[src/rtl/riscv_params_pkg.sv]
// riscv_params_pkg
//   Shared SimpleRISC constants: opcode values (ADD=0 .. RET=20), the bit
//   positions of the instruction fields inside a 32-bit word, the highest
//   legal opcode, and the state type of the streaming encoder.
package riscv_params_pkg;

  // Opcode values
  localparam logic [4:0] OP_ADD  = 5'd0;
  localparam logic [4:0] OP_SUB  = 5'd1;
  localparam logic [4:0] OP_MUL  = 5'd2;
  localparam logic [4:0] OP_DIV  = 5'd3;
  localparam logic [4:0] OP_MOD  = 5'd4;
  localparam logic [4:0] OP_CMP  = 5'd5;
  localparam logic [4:0] OP_AND  = 5'd6;
  localparam logic [4:0] OP_OR   = 5'd7;
  localparam logic [4:0] OP_NOT  = 5'd8;
  localparam logic [4:0] OP_MOV  = 5'd9;
  localparam logic [4:0] OP_LSL  = 5'd10;
  localparam logic [4:0] OP_LSR  = 5'd11;
  localparam logic [4:0] OP_ASR  = 5'd12;
  localparam logic [4:0] OP_NOP  = 5'd13;
  localparam logic [4:0] OP_LD   = 5'd14;
  localparam logic [4:0] OP_ST   = 5'd15;
  localparam logic [4:0] OP_BEQ  = 5'd16;
  localparam logic [4:0] OP_BGT  = 5'd17;
  localparam logic [4:0] OP_B    = 5'd18;
  localparam logic [4:0] OP_CALL = 5'd19;
  localparam logic [4:0] OP_RET  = 5'd20;

  // Field bit positions
  localparam int OPC_LSB = 27;
  localparam int IBIT    = 26;
  localparam int RD_LSB  = 22;
  localparam int RS1_LSB = 18;
  localparam int RS2_LSB = 14;

  // Opcodes above this value are illegal
  localparam logic [4:0] LAST_OPCODE = 5'd20;

  // Encoder control states
  typedef enum logic [1:0] {
    ST_IDLE  = 2'd0,
    ST_RUN   = 2'd1,
    ST_DRAIN = 2'd2,
    ST_DONE  = 2'd3
  } enc_state_e;

endpackage

[src/rtl/simple_risc_encoder_encode.sv]
// simple_risc_encode
//   Purely combinational packer: decoded SimpleRISC fields in, one 32-bit
//   instruction word out.
//   Ports:
//     opcode_i, ibit_i, rd_i, rs1_i, rs2_i, imm_i, offset_i : decoded fields
//     instr_o      : packed instruction (zero when the opcode is illegal)
//     is_illegal_o : opcode is above LAST_OPCODE
module simple_risc_encode
  import riscv_params_pkg::*;
(
  input  logic [4:0]  opcode_i,
  input  logic        ibit_i,
  input  logic [3:0]  rd_i,
  input  logic [3:0]  rs1_i,
  input  logic [3:0]  rs2_i,
  input  logic [17:0] imm_i,
  input  logic [26:0] offset_i,
  output logic [31:0] instr_o,
  output logic        is_illegal_o
);

  logic        ibit;
  logic [3:0]  rd;
  logic [3:0]  rs1;
  logic [17:0] op2;

  always_comb begin
    ibit         = ibit_i;
    rd           = rd_i;
    rs1          = rs1_i;
    op2          = '0;
    instr_o      = '0;
    is_illegal_o = (opcode_i > LAST_OPCODE);

    // Per-opcode field overrides for the three-address format
    case (opcode_i)
      OP_CMP:         rd   = '0;
      OP_NOT, OP_MOV: rs1  = '0;
      OP_LD, OP_ST:   ibit = 1'b1;   // memory ops always take an immediate
      default: ;
    endcase

    // Operand 2: immediate (with modifier) or rs2 left-aligned in [17:14]
    op2 = ibit ? imm_i : {rs2_i, {RS2_LSB{1'b0}}};

    instr_o[OPC_LSB +: 5]     = opcode_i;
    instr_o[IBIT]             = ibit;
    instr_o[RD_LSB +: 4]      = rd;
    instr_o[RS1_LSB +: 4]     = rs1;
    instr_o[RS1_LSB-1:0]      = op2;

    // Formats that replace everything below the opcode
    case (opcode_i)
      OP_NOP, OP_RET:                instr_o[OPC_LSB-1:0] = '0;
      OP_B, OP_BEQ, OP_BGT, OP_CALL: instr_o[OPC_LSB-1:0] = offset_i;
      default: ;
    endcase

    if (is_illegal_o) begin
      instr_o = '0;
    end
  end

endmodule

[src/rtl/simple_risc_encoder.sv]
// simple_risc_encoder
//   Streaming SimpleRISC encoder / program loader. Accepts decoded fields,
//   packs them into 32-bit words and emits each with a sequential byte address
//   toward an instruction-memory write port.
//   Ports:
//     clk, rst                 : clock, synchronous active-high reset
//     start                    : begin a load (only honoured while idle)
//     in_valid/in_ready        : input field handshake
//     in_opcode..in_offset     : decoded instruction fields
//     in_last                  : final instruction of the program
//     out_valid/out_ready      : output word handshake
//     out_addr, out_instr      : byte address and encoded word
//     busy, done               : not idle / one-cycle end-of-load pulse
//     illegal                  : sticky, an opcode above 20 was consumed
//     instr_count              : words emitted, saturating
//     dbg_state                : current controller state (debug)
//
//   Handshake: a transfer happens on a rising edge where valid and ready are
//   both high. While out_valid is high and out_ready low, out_instr and
//   out_addr hold. in_ready never depends on in_valid.
module simple_risc_encoder
  import riscv_params_pkg::*;
#(
  parameter int unsigned        ADDR_W    = 32,
  parameter logic [ADDR_W-1:0]  BASE_ADDR = '0,
  parameter int unsigned        CNT_W     = 8
) (
  input  logic              clk,
  input  logic              rst,
  input  logic              start,
  input  logic              in_valid,
  output logic              in_ready,
  input  logic [4:0]        in_opcode,
  input  logic              in_ibit,
  input  logic [3:0]        in_rd,
  input  logic [3:0]        in_rs1,
  input  logic [3:0]        in_rs2,
  input  logic [17:0]       in_imm,
  input  logic [26:0]       in_offset,
  input  logic              in_last,
  output logic              out_valid,
  input  logic              out_ready,
  output logic [ADDR_W-1:0] out_addr,
  output logic [31:0]       out_instr,
  output logic              busy,
  output logic              done,
  output logic              illegal,
  output logic [CNT_W-1:0]  instr_count,
  output logic [1:0]        dbg_state
);

  enc_state_e        state_q, state_d;
  logic              out_valid_q, out_valid_d;
  logic [31:0]       out_instr_q, out_instr_d;
  logic [ADDR_W-1:0] addr_q, addr_d;
  logic [CNT_W-1:0]  count_q, count_d;
  logic              illegal_q, illegal_d;

  logic [31:0]       enc_instr;
  logic              enc_illegal;
  logic              accept;
  logic              out_hs;

  simple_risc_encode u_encode (
    .opcode_i     (in_opcode),
    .ibit_i       (in_ibit),
    .rd_i         (in_rd),
    .rs1_i        (in_rs1),
    .rs2_i        (in_rs2),
    .imm_i        (in_imm),
    .offset_i     (in_offset),
    .instr_o      (enc_instr),
    .is_illegal_o (enc_illegal)
  );

  // The output stage can take a new word when empty or emptying this cycle
  assign in_ready = (state_q == ST_RUN) && (!out_valid_q || out_ready);
  assign accept   = in_valid && in_ready;
  assign out_hs   = out_valid_q && out_ready;

  always_comb begin
    state_d     = state_q;
    out_valid_d = out_valid_q;
    out_instr_d = out_instr_q;
    addr_d      = addr_q;
    count_d     = count_q;
    illegal_d   = illegal_q;

    // out_addr always names the pending (or next) word, so it advances
    // exactly once per output handshake, even when a new word loads
    if (out_hs) begin
      out_valid_d = 1'b0;
      addr_d      = addr_q + ADDR_W'(4);
      if (!(&count_q)) begin
        count_d = count_q + CNT_W'(1);
      end
    end

    // Illegal inputs are consumed without producing a word
    if (accept) begin
      if (enc_illegal) begin
        illegal_d = 1'b1;
      end else begin
        out_valid_d = 1'b1;
        out_instr_d = enc_instr;
      end
    end

    case (state_q)
      ST_IDLE: begin
        if (start) begin
          state_d   = ST_RUN;
          addr_d    = BASE_ADDR;
          count_d   = '0;
          illegal_d = 1'b0;
        end
      end
      ST_RUN: begin
        if (accept && in_last) begin
          state_d = ST_DRAIN;
        end
      end
      ST_DRAIN: begin
        if (!out_valid_q || out_hs) begin
          state_d = ST_DONE;
        end
      end
      ST_DONE: begin
        state_d = ST_IDLE;
      end
      default: begin
        state_d = ST_IDLE;
      end
    endcase
  end

  always_ff @(posedge clk) begin
    if (rst) begin
      state_q     <= ST_IDLE;
      out_valid_q <= 1'b0;
      out_instr_q <= '0;
      addr_q      <= BASE_ADDR;
      count_q     <= '0;
      illegal_q   <= 1'b0;
    end else begin
      state_q     <= state_d;
      out_valid_q <= out_valid_d;
      out_instr_q <= out_instr_d;
      addr_q      <= addr_d;
      count_q     <= count_d;
      illegal_q   <= illegal_d;
    end
  end

  assign out_valid   = out_valid_q;
  assign out_instr   = out_instr_q;
  assign out_addr    = addr_q;
  assign instr_count = count_q;
  assign illegal     = illegal_q;
  assign busy        = (state_q != ST_IDLE);
  assign done        = (state_q == ST_DONE);
  assign dbg_state   = state_q;

endmodule

[config.mk]
export PLATFORM = sky130hd
export DESIGN_NAME = simple_risc_encoder
export DESIGN_NICKNAME = d
export VERILOG_FILES = /design/src/rtl/riscv_params_pkg.sv /design/src/rtl/simple_risc_encoder_encode.sv /design/src/rtl/simple_risc_encoder.sv
export SDC_FILE = /design/constraint.sdc
export NUM_CORES = 1
export LEC_CHECK = 0
export ABC_AREA = 1
export BUFFER_PORTS_ARGS = -buffer_cell sky130_fd_sc_hd__buf_4
export CORE_AREA = 2 2 104 106
export DETAILED_ROUTE_END_ITERATION = 7
export DIE_AREA = 0 0 106 108
export GPL_ROUTABILITY_DRIVEN = 0
export GPL_TIMING_DRIVEN = 1
export PLACE_DENSITY = 0.69
export SETUP_SLACK_MARGIN = 0.02
export SLEW_MARGIN = 20
export SYNTH_ARGS = -nofsm -noshare
export SYNTH_HDL_FRONTEND = slang
export SYNTH_HIERARCHICAL = 1
export SYNTH_SLANG_ARGS = --single-unit
[constraint.sdc]
create_clock -name clk -period 1.9 [get_ports clk]
set_input_delay 0.38 -clock clk [delete_from_list [all_inputs] [get_ports clk]]
set_output_delay 0.38 -clock clk [all_outputs]
set_load 0.03 [all_outputs]
**Word level (Yosys, flattened, before mapping)**

Cells that the tools add are included.

- Output and inout port bits: 79
- Flip-flop bits (word level): 76
- Word-level logic and storage cells: 66

- $add $sub $neg: 2
- Equality and inequality tests: 17
- Order comparisons: 1
- Reductions and logical operators: 16
- Mux-type cells: 23
- Bitwise operators: 1

Operators with widths:

| kind | number |
|---|---|
| 2-to-1 mux 32 bit | 3 |
| one-hot mux 27 bit (2 select lines) | 1 |
| adder 32 x 3 -> 32 bit, second input constant | 1 |
| 2-to-1 mux 8 bit | 4 |
| equality test 5 x 4 -> 1 bit, second input constant | 5 |
| equality test 5 bit, second input constant | 5 |
| 2-to-1 mux 18 bit | 1 |
| adder 8 x 1 -> 8 bit, second input constant | 1 |
| 2-to-1 mux 1 bit | 8 |
| 2-to-1 mux 4 bit | 2 |
| one-hot mux 2 bit (4 select lines) | 1 |
| AND reduction 8 bit | 1 |
| 2-to-1 mux 2 bit | 3 |
| OR reduction 2 bit | 3 |
| equality test 5 x 3 -> 1 bit, second input constant | 1 |
| > comparator 5 bit, second input constant | 1 |
| equality test 2 bit, second input constant | 2 |
| logical AND 1 bit | 4 |
| inequality test 2 bit, second input constant | 2 |
| OR reduction 4 bit | 1 |
| AND reduction 3 bit | 1 |
| equality test 2 x 1 -> 1 bit, second input constant | 1 |
| logical NOT 2 bit | 1 |
| logical OR 1 bit | 2 |
| other kinds (5) | 5 |

**Depth between registers and ports, before layout**

Gate-level depths: netlist of run 1.

- Word-level depth: 7
- Gate-level depth with buffers: 11
- Gate-level depth less buffers: 10

**Hierarchy**

The synthesis of run 1 kept the hierarchy.

Modules (own cells, without submodules):

| module | area each (sq um) | instances | sequential area each (sq um) | cells an instance |
|---|---|---|---|---|
| simple_risc_encoder | 3,499.6 | 1 | 1,481.4 | 482 |
| simple_risc_encode | 852.1 | 1 | 0.0 | 199 |

**Worst setup path after synthesis of run 1**

OpenSTA, ideal clock, no wires.

- Path type: in2reg
- From: in in_opcode[0]
- To: reg out_instr_q[31] (netlist: out_instr[31])
- Library setup time: 0.116 ns
- Buffers on the path: 3
- Path slack: 0.197 ns
- Data arrival time: 1.586 ns
- Cell stages on the path: 10
- Cell sequence: nor2_1 nand3_2 nand3_2 inv_2 buf_2 or2_1 buf_6 buf_6 o21ai_1 a21oi_1

- Word-level cells in the longest chain between the ends: 3

Ends and longest elaborated chain:

| item | RTL line | RTL |
|---|---|---|
| from (decl) | simple_risc_encoder.sv:33 | `input logic [4:0] in_opcode,` |
| > comparator 5 bit | simple_risc_encoder_encode.sv:33 | `is_illegal_o = (opcode_i > LAST_OPCODE);` |
| via enc_illegal | simple_risc_encoder.sv:60 | `logic enc_illegal;` |
| NOT 1 bit (no line) | -- |  |
| AND reduction 2 bit (no line) | -- |  |
| to (signal assigned) | simple_risc_encoder.sv:148 | `out_instr_q <= out_instr_d;` |
| to (decl) | simple_risc_encoder.sv:54 | `logic [31:0] out_instr_q, out_instr_d;` |

The timed path passes the listed nets, and every way through them passes these cells.
A chain may end at the register's enable or synchronous reset.

**Worst setup path after layout of run 1**

- From: reg state_q[1] (netlist: dbg_state[1])
- To: out in_ready

- Word-level cells in the longest chain between the ends: 2

Ends and longest elaborated chain:

| item | RTL line | RTL |
|---|---|---|
| from (decl) | simple_risc_encoder.sv:52 | `enc_state_e state_q, state_d;` |
| from (signal assigned) | simple_risc_encoder.sv:146 | `state_q <= state_d;` |
| equality test 2 x 1 -> 1 bit | simple_risc_encoder.sv:77 | `assign in_ready = (state_q == ST_RUN) && (!out_valid_q \|\| out_ready);` |
| logical AND 1 bit | simple_risc_encoder.sv:77 |  |
| to (decl) | simple_risc_encoder.sv:32 | `output logic in_ready,` |

No other way between the ends.

==> results of run 1 <==
## path summary, 6_finish.rpt
path	start	endpoint	slack, ps	cells after the start
max	dbg_state[1]$_SDFFE_PP0P_	in_ready	150	5
min	rst	out_valid$_SDFF_PP0_	220	2
max reg2reg	dbg_state[1]$_SDFFE_PP0P_	out_instr[24]$_SDFFE_PP0P_	220	7
min reg2reg	out_instr[22]$_SDFFE_PP0P_	out_instr[22]$_SDFFE_PP0P_	440	2
## flip-flops by register name, summed over array words and instances (netlist names)
register and count:
out_valid 1, illegal 1, out_addr 30, out_instr 32
instr_count 8, dbg_state 2
## metal layers
metal,GRT usage [%],part of all wire (%),vias up
met5,0,0,-
met4,9.305,1.9,0
met3,5.425,7.4,15
met2,34.47,47,154
met1,24.57,43,1971
li1,-,-,2389
## cell usage in the layout, fill, tap and decap left out, types with 2 or more instances in the layout
cell type / synthesis / layout
a21oi_1: 56 / 56
nor2_1: 105 / 105
nand4_1: 9 / 9
nand3_2: 4 / 4
xnor2_1: 5 / 5
buf_4: 3 / 150
nor3_1: 3 / 3
dfxtp_1: 74 / 74
o21ai_1: 22 / 22
nor2_4: 6 / 6
nor2_2: 8 / 8
clkinv_2: 0 / 2
nand3_1: 27 / 27
ha_1: 7 / 7
buf_12: 0 / 4
xor2_1: 3 / 3
clkbuf_8: 0 / 12
conb_1: 1 / 2
inv_1: 97 / 96
nor3b_1: 2 / 2
nand2_2: 10 / 10
inv_2: 7 / 8
nand2_1: 172 / 172
o21bai_1: 3 / 3
clkbuf_1: 4 / 2
o21ai_0: 25 / 25
## per-stage QoR
step / cells / hold WS [ps] / setup slack, ps / util, %
2_1_floorplan: 682 / 449.1 / 197.3 / -
3_3_place_gp: 947 / 431.6 / 160.4 / 54.18
3_5_place_dp: 947 / 436.2 / 120.2 / 54.18
4_1_cts: 963 / 201.7 / 94.95 / 55.96
5_1_grt: 963 / 215.1 / 59.98 / 55.96
6_report: 963 / 224.1 / 149.0 / 55.96
## power by group
| group | internal, W | switching, W | total [W] |
|---|---|---|---|
| combinational | 0.000610 | 0.00101 | 0.00162 |
| sequential | 0.00170 | 0.000107 | 0.00181 |
| clock | 0.000579 | 0.000562 | 0.00114 |
| total | 0.00289 | 0.00168 | 0.00457 |
## worst reg2reg max path, stage by stage (launching register included)
cell and delay, ps:
dfxtp_1 360, inv_2 90, ha_1 190, nand3_1 160
or2_2 370, buf_12 170, o21ai_0 180, a21oi_1 50
## synth_stat cells, types with 4 or more instances
| library cell | count |
|---|---|
| a21oi_1 | 56 |
| buf_2 | 7 |
| buf_6 | 10 |
| clkbuf_1 | 4 |
| dfxtp_1 | 74 |
| ha_1 | 7 |
| inv_1 | 97 |
| inv_2 | 7 |
| nand2_1 | 172 |
| nand2_2 | 10 |
| nand3_1 | 27 |
| nand3_2 | 4 |
| nand4_1 | 9 |
| nor2_1 | 105 |
| nor2_2 | 8 |
| nor2_4 | 6 |
| o21ai_0 | 25 |
| o21ai_1 | 22 |
| xnor2_1 | 5 |
## cell families (layout without fill, tap and decap cells)
logic type               after synthesis  in the layout
AND/OR/NAND/NOR                      354            354
other                                  1              2
AO/OA/AOI/OAI                        108            108
buffers and inverters                129            274
adder cells (fa/ha/maj)                7              7
XOR/XNOR                               8              8
flip-flops                            74             74
## layout make-up
type	count	area, um2
flip-flops and latches	74	1481
clock buffers	14	172.7
well taps	136	170.2
repair buffers	154	1206
fillers	1008	4506
inverters	104	390.4
clock inverters	2	10.01
multi-input cells	479	2295
## timing repair
item | CTS | global route
hold buffers | 0 | 0
setup endpoints to repair | 0 | 1
resized for setup | 0 | 1
==> metrics.txt, run 1 <==
status finished, final reports clean; CTS buffer count 9; # setup viols final 0; Chip Height 108 um; CTS tree yes; final WL 11.52 mm; Sink Count 74; Routed Antenna Nets 0; pin count of the biggest net entering global routing 41; Max Slew Vio Count 0; fin crit period 1751 ps; number of synthesized flops with an enable pin 0; number of detailed-route iterations in the first pass 4; Site Rows 37; Worst-path clk slew 70 ps; worst path arrival time 1370 ps; final net count 898; Main synth FF type dfxtp_1; clk_lat worst skew 350 ps; CTS root buffer clkbuf_8; kind of critical path reg -> out; crit-path cells inv_2, ha_1, inv_1, nor2_1, buf_4; vias per inst 4.703; complex-gate fraction of the synthesized area 12.94%; Final Cycle Share 92.16%; IO buf count 145; CP max-delay cell dfxtp_1; overflow left after global routing 0; worst vdd ir 0.3958 mV; final instance area 5725 um2; initial antenna violation count 0; first-pass GRT wire length 18.80 mm; DR iter-0 viols 155; synth unique cells 36; Synth Area in Simple Gates 36.00%; Worst Path Buf+Inv 3; Global Route Usage Sum 20.47%; Avg Cell Area, Syn 6.390 um2; Final TNS setup 0 ps; Die ar. 11450 um2; Ys Warns 6; DP Area 5543 um2; family with the most delay on the worst path flip-flops; total power 0.004570 W; Syn Std Cell Area 4352 um2; P_leak 2.656 nW; unrepaired setup endpoints after global routing false; Core Area 10230 um2; Post-CTS Setup Repair Bufs 0; area share of fa/ha/maj cells after synthesis 2.013%; synth top area cells dfxtp_1 34%, nand2_1 15%, nor2_1 9.1%; share of post-route cells with drive strength above 1 25.51%; H-tree depth 3; HPWL Detailed 9.172 mm; post-synthesis cell count 681; largest fanout on the critical path 5; Fin. Hold Viols 0; Max Cap Viol 0; PwrDens 798.2 nW/um2; number of global-route vias before repair 4111; xor/xnor cell area share of the yosys netlist 1.610%; #FFs+latches synth 74; asr flop ratio synth 0%; worst path required time 1520 ps; skew final 6.070 ps; Setup crit start kind register; worst min path class in -> reg; sequential share of the synthesized area 34.04%; DRC 0; # IOs 148; Crit. End Element primary output; main combinational cell family by area after synthesis simple AND/OR/NAND/NOR gates; drt wl/cell 11.96 um; Initial Utilization 42.53%; Area growth, synth to finish 31.57%; die width 106 um; Yosys top cell area share 34.04%; DR vias 4529; area leader, netlist dfxtp_1; n_diodes 0; CTS Buffer Depth 2; Crit path largest cell delay 360 ps; post-synthesis mux area share 0%; fmax 0.5711 GHz
No activity file was read; power rests on OpenSTA's default activity.
==> run 2: changes to the inputs <==
--- a/config.mk
+++ b/config.mk
@@ -6,13 +6,13 @@
 export NUM_CORES = 1
 export LEC_CHECK = 0
 export ABC_AREA = 1
-export BUFFER_PORTS_ARGS = -buffer_cell sky130_fd_sc_hd__buf_4
 export CORE_AREA = 2 2 104 106
 export DETAILED_ROUTE_END_ITERATION = 7
 export DIE_AREA = 0 0 106 108
+export DONT_BUFFER_PORTS = 1
 export GPL_ROUTABILITY_DRIVEN = 0
 export GPL_TIMING_DRIVEN = 1
-export PLACE_DENSITY = 0.69
+export PLACE_DENSITY_LB_ADDON = 0.25
 export SETUP_SLACK_MARGIN = 0.02
 export SLEW_MARGIN = 20
 export SYNTH_ARGS = -nofsm -noshare
==> run 2 against run 1 <==
Compared with the run above:
- clock skew is 1.5 ps higher
- flip-flop and latch count is the same
- clock power shrank 5%
- global-route usage down 1.2 points
- wire length is 5.8% lower
- critical path depth is the same
- clock-buffer cell count shrank 1
- power is 8.3% lower
- sequential share of layout area grew 4.6 points
- critical endpoint is now busy
- highest routed layer unchanged
==> metrics.txt, run 2 (synthesis gave the netlist of run 1 again) <==
Crit path top cell by count inv_1; Global Route Usage Sum 19.23% (-1.2 points); Worst Path Buf+Inv 4 (+1); Post-CTS Setup Repair Bufs 0 (unchanged); overflow left after global routing 0 (unchanged); Die ar. 11450 um2 (unchanged); family with the most delay on the worst path buffers and inverters; Routed Antenna Nets 0 (unchanged); CTS root buffer clkbuf_8; max FFs per register 32 (unchanged); worst path required time 1520 ps (about the same); Hold Buf Count CTS 0 (unchanged); FF-to-FF path depth 7 (unchanged); most common cell after layout, fill and taps aside nand2_1; n_diodes 0 (unchanged); H-tree depth 3 (unchanged); Crit. End Element primary output; IO buf count 0 (-100%); Setup WS pre-CTS 141.0 ps (+20.79 ps); Max Cap Viol 0 (unchanged); Crit. path cell count 5 (unchanged); total power 0.004189 W (-8.3%); CTS buffer count 9 (unchanged); most frequent cells in the layout 172 x nand2_1, 105 x nor2_1, 97 x inv_1, 74 x dfxtp_1, 56 x a21oi_1; hold path endpoint out_valid$_SDFF_PP0_; number of global-route vias before repair 3838 (-6.6%); HPWL Detailed 8.524 mm (-7.1%); Max Slew Vio Count 0 (unchanged); # setup viols final 0 (unchanged); Initial Utilization 42.53% (unchanged); DR iter-0 viols 176 (+14%); Final TNS setup 0 ps (unchanged); Core Area 10230 um2 (unchanged); pin count of the biggest net entering global routing 41 (unchanged); number of detailed-route iterations in the first pass 5 (+1); Sink Count 74 (unchanged); Area growth, synth to finish 11.73%; r2r startpoint dbg_state[1]$_SDFFE_PP0P_; die width 106 um (unchanged); worst setup margin 108.5 ps (-40.41 ps); vias per inst 4.890 (+4.0%); clk_lat worst skew 350 ps (about the same); Crit path largest cell delay 360 ps (about the same); Slew @ Worst Pin 544.9 ps; worst path arrival time 1410 ps (+40 ps); drt wl/cell 12.75 um (+6.6%); Fin. Hold Viols 0 (unchanged); Site Rows 37 (unchanged); RR Endpoint out_instr[30]$_SDFFE_PP0P_; Slew headroom 63.39%; worst min path class in -> reg; largest fanout on the critical path 4 (-1); share of post-route cells with drive strength above 1 13.71% (-12 points); R2R Setup Slk 220 ps (about the same); fmax 0.5582 GHz (-2.3%); status finished, final reports clean; final WL 10.85 mm (-5.8%); CP max-delay cell dfxtp_1; first-pass GRT wire length 17.70 mm (-5.9%); Setup crit start kind register; Final Cycle Share 94.29% (+2.1 points); final net count 789 (-12%); worst vdd ir 0.4739 mV (+20%); DR vias 4161 (-8.1%); Worst-path clk slew 70 ps (about the same); PwrDens 861.6 nW/um2 (+7.9%); CTS Buffer Depth 2 (unchanged); kind of critical path reg -> out; fin crit period 1791 ps (+40.41 ps); P_leak 2.086 nW (-21%); crit-path cells buf_6, inv_1, ha_1, inv_1, buf_4; unrepaired setup endpoints after global routing false; skew final 7.615 ps (+1.545 ps); DRC 0 (unchanged); initial antenna violation count 0 (unchanged); CTS resizes 0 (unchanged); CTS tree yes; critical hold path startpoint rst; Chip Height 108 um (unchanged); # IOs 148 (unchanged); Worst Hold Depth 1 (-1)
run 2: changes by cell type in the layout (fill, tap and decap cells not counted):
| cell | change |
|---|---|
| inv_1 | +1 |
| clkinv_2 | -2 |
| buf_12 | -2 |
| clkbuf_8 | -1 |
| buf_6 | +1 |
| inv_2 | -1 |
| buf_4 | -108 |
run 2: through the flow:
step	cell area [um2]	instances	hold slack, ps	util (%)
after floorplan	4355	682	449.1	-
after global placement	4700	838	453.6	45.93
after detailed placement	4700	838	452.4	45.93
after CTS	4858	851	69.56	47.49
after global routing	4862	851	79.61	47.52
final	4862	851	88.47	47.52
run 2: power by group:
group	switching, W	internal, W	total [W]
Clock	0.000553	0.000526	0.00108
Combinational	0.000681	0.000362	0.00104
Sequential	0.000364	0.00170	0.00207
Total	0.00160	0.00259	0.00419
run 2: cell type report:
class	instances	area, um2
fill	1042	5369
multi-input combinational	479	2295
sequential	74	1481
inverter	104	390.4
timing repair buffer	45	366.6
tap	136	170.2
clock buffer	13	158.9
run 2: worst register-to-register path, delay by kind of cell (launching register included):
family,cells,cell delay [ps]
fa+ha+maj,1,180
simple gates,2,570
flops,1,310
buf+inv,2,320
compound gates,2,200
run 2: worst max-delay path by stage:
| stage | startpoint | to | slack [ps] |
|---|---|---|---|
| floorplan | in_opcode[0] | out_instr[31]$_SDFFE_PP0P_ | 200 |
| global placement | in_opcode[0] | out_instr[9]$_SDFFE_PP0P_ | 220 |
| detailed placement | in_opcode[2] | out_instr[30]$_SDFFE_PP0P_ | 140 |
| CTS | dbg_state[0]$_SDFFE_PP0P_ | busy | 70 |
| global route | dbg_state[0]$_SDFFE_PP0P_ | busy | 20 |
| finish | dbg_state[0]$_SDFFE_PP0P_ | busy | 110 |
run 2: routing by layer:
layer  up-vias  wire [um]  global-route usage (%)
met2       147       5068                   33.32
met1      1829       4794                   22.88
met3        14        808                   4.521
met5         -          0                       0
met4         0        179                   8.271
li1       2171          -                       -
